## src/rtl/static_multi_bit_sreg.sv

```systemverilog
// Fixed-length, word-wide shift register that advances only on cycles with ce high.
// so is the oldest stage and comes straight from a flop.
module static_multi_bit_sreg #(
  parameter int DEPTH = 4,
  parameter int WIDTH = 4
) (
  input  logic             clk,
  input  logic             rst_n,
  input  logic             ce,
  input  logic [WIDTH-1:0] si,
  output logic [WIDTH-1:0] so
);

  if (DEPTH < 1 || WIDTH < 1) begin : g_param_check
    $fatal(1, "static_multi_bit_sreg: DEPTH and WIDTH must both be >= 1");
  end

  // stage[0] is the input end, stage[DEPTH-1] is the output end.
  logic [WIDTH-1:0] stage [DEPTH];

  always_ff @(posedge clk or negedge rst_n) begin
    if (!rst_n) begin
      for (int k = 0; k < DEPTH; k++) stage[k] <= '0;
    end else if (ce) begin
      stage[0] <= si;
      for (int k = 1; k < DEPTH; k++) stage[k] <= stage[k-1];
    end
  end

  assign so = stage[DEPTH-1];

endmodule

```

## config.mk

```make
export PLATFORM = sky130hd
export DESIGN_NAME = static_multi_bit_sreg
export DESIGN_NICKNAME = d
export VERILOG_FILES = /design/src/rtl/static_multi_bit_sreg.sv
export SDC_FILE = /design/constraint.sdc
export NUM_CORES = 1
export LEC_CHECK = 0
export CORE_MARGIN = 10
export CORE_UTILIZATION = 45
export CTS_BUF_LIST = sky130_fd_sc_hd__clkbuf_4 sky130_fd_sc_hd__clkbuf_8
export DETAILED_ROUTE_END_ITERATION = 16
export HOLD_SLACK_MARGIN = 0.03
export PLACE_DENSITY = 0.69
export SLEW_MARGIN = 20
export SYNTH_ARGS = -nofsm -noshare
export SYNTH_HDL_FRONTEND = slang
export SYNTH_SLANG_ARGS = --single-unit
export TNS_END_PERCENT = 100
```

## constraint.sdc

```tcl
create_clock -name clk -period 1.7 [get_ports clk]
set_input_delay 0.34 -clock clk [delete_from_list [all_inputs] [get_ports clk]]
set_output_delay 0.34 -clock clk [all_outputs]
set_load 0.01 [all_outputs]
```

==> results.md <==
- Buf/Inv on CP: 1
- Num CTS Buffers: 3
- Commonest non-fill, non-tap cells in the layout: dfrtp_1, mux2_4, clkdlybuf4s50_1, mux2_2, clkbuf_4
- Hold Crit Class: in -> async
- Setup TNS: 0 ps
- Min Tclk post-route: between 1500 and 2000 ps
- Worst EP arrival: ~1200 ps
- Commonest non-fill, non-tap cell in the layout: dfrtp_1
- Crit path max fanout: 2
- Tcrit/Tclk final: 0.908
- WHS: roughly 380 ps
- CP delay by family, top: buffers and inverters
- Register area share after synthesis: 0.589
- Max-Cap Viols: 0
- Number of post-CTS setup repair buffers: 0
- Avg WL per Cell: between 15 and 20 um
- Die height: 58.9 um
- Util after Layout: 0.586
- Critical path class: reg -> out
- Total Routing Usage GR: 0.0665
- Drt drc: 0
- Critical path endpoint category: output pin
- Cell leakage power: ~0.37 nW
- Initial antenna violation count: 0
- CTS H-tree depth: 1
- RSZ-0062 raised after global routing: no
- #FFs+latches synth: 16
- Initial core utilization: 0.497
- Ports: 11
- Post-cts resize count: 0
- Vias: 315
- DP Cell Count: 59
- Share of the synthesized area in the top cell type: 0.589
- Worst vdd ir: 0.637 mV
- Share of post-route cells with drive strength above 1: 0.458
- Yosys Warn Count: 0
- Ant. Diodes: 0
- Pins Over Slew Limit: 0
- CP peak stage delay: 550 ps
- CTS tree: yes
- Die area: ~3500 um2
- Vias per std cell: 5.00
- Synth unique cells: 6
- Post-DP HPWL: 827 um
- Reg2reg setup slack: 910 ps
- Core region area: 1370 um2
- Startpoint Class: flop
- Max Buffers Root-to-Sink: 2
- Non-Filler Instances: 63
- Fin. Hold Viols: 0
- Top post-synthesis cells by area: dfrtp_1, mux2_4, mux2_2
- Design Area, Final: approximately 800 um2
- Clock-pin slew on the worst setup and hold paths: roughly 90 ps
- Slew headroom: 0.868
- RD Place Congestion: just over 0.7
- Netlist Area Pre-Place: between 600 and 700 um2
- CP required: ~1400 ps
- CTS root buf: clkbuf_4
- Syn nets: 45
- Placed instance area: around 760 um2
- Mapped Avg Cell Area: roughly 18 um2
- Critical-path cell list: clkdlybuf4s50_1
- Final Net Count: between 50 and 60
- Fmax: around 650 MHz
- Hold_buf cts: 0
- Global route total overflow: 0
- Die X: 58.9 um
- Worst skew pair latency: around 270 ps
- Final Skew: 1.06 ps
- Outcome: finished, final reports clean
- Layout overhead on the synthesized area: 17.9%
- Synth area leader: dfrtp_1
- Vias in the first global route: approximately 360
- Final WL: roughly 1100 um
- Slew @ Worst Pin: just under 200 ps
- CP startpoint: so[3]$_DFFE_PN0P_
- Pre-antenna DRT Iters: 2
- Standard-cell rows: 13
- Remaining antenna violation count: 0
- Number of DRC markers in iteration 0: 4
- # setup viols final: 0
- First-pass GRT wire length: between 1500 and 2000 um
- Worst reg2reg startpoint: stage[10]$_DFFE_PN0P_
- Mapped Cells: 38
- CTS sink count: 16
- Pwr dens: 1140 nW/um2
- Port bufs: 10
- Largest net degree at the start of global routing: 17
- Critical Path Slowest Stage Cell: clkdlybuf4s50_1
[kinds of logic after synthesis]
group / Yosys count / share of synthesized area
buffers and inverters: 6 / 0.0902
DFF: 16 / 0.589
muxes: 16 / 0.320
[power by group]
part / switching [mW] / total (mW) / internal, mW / leakage, nW
Combinational: 0.0587 / 0.192 / 0.134 / 0.159
Sequential: 0.0390 / 0.485 / 0.446 / 0.188
Clock: 0.109 / 0.239 / 0.130 / 0.0210
Total: 0.207 / 0.917 / 0.710 / 0.368
[sequential cells by signal, indices dropped and copies added, names as in the netlist]
register / count
so: 4
stage: 12
[per-stage QoR]
step,power [mW],setup slack [ps]
2_1_floorplan,0.625,698
3_3_place_gp,0.671,230
3_5_place_dp,0.689,187
4_1_cts,0.928,145
5_1_grt,0.959,126
6_report,0.917,156
[cells in the mapped netlist]
cell	number
buf_4	4
mux2_4	10
buf_6	1
mux2_2	6
buf_12	1
dfrtp_1	16
[area by class of cell]
cell class,count,area (um2)
Timing Repair Buffer,12,128
Tap cell,15,18.8
Multi-Input combinational cell,16,218
Sequential cell,16,400
Fill cell,116,566
Clock buffer,4,36.3
[final timing paths]
kind	to	cells after the start
worst max-delay path	so[3]	1
worst min-delay path	so[2]$_DFFE_PN0P_	2
worst max register to register	stage[10]$_DFFE_PN0P_	1
worst min register to register	stage[7]$_DFFE_PN0P_	1
max in group asynchronous	stage[14]$_DFFE_PN0P_	2
min in group clk	stage[7]$_DFFE_PN0P_	1
[layer usage]
metal  vias up  global-route usage  wire [um]
li1        148                   -          -
met4         0              0.0393          6
met2         8               0.107        536
met1       157              0.0736        460
met5         -                   0          0
met3         2              0.0236         63
Note: power is estimated with default switching activity, not from simulation.
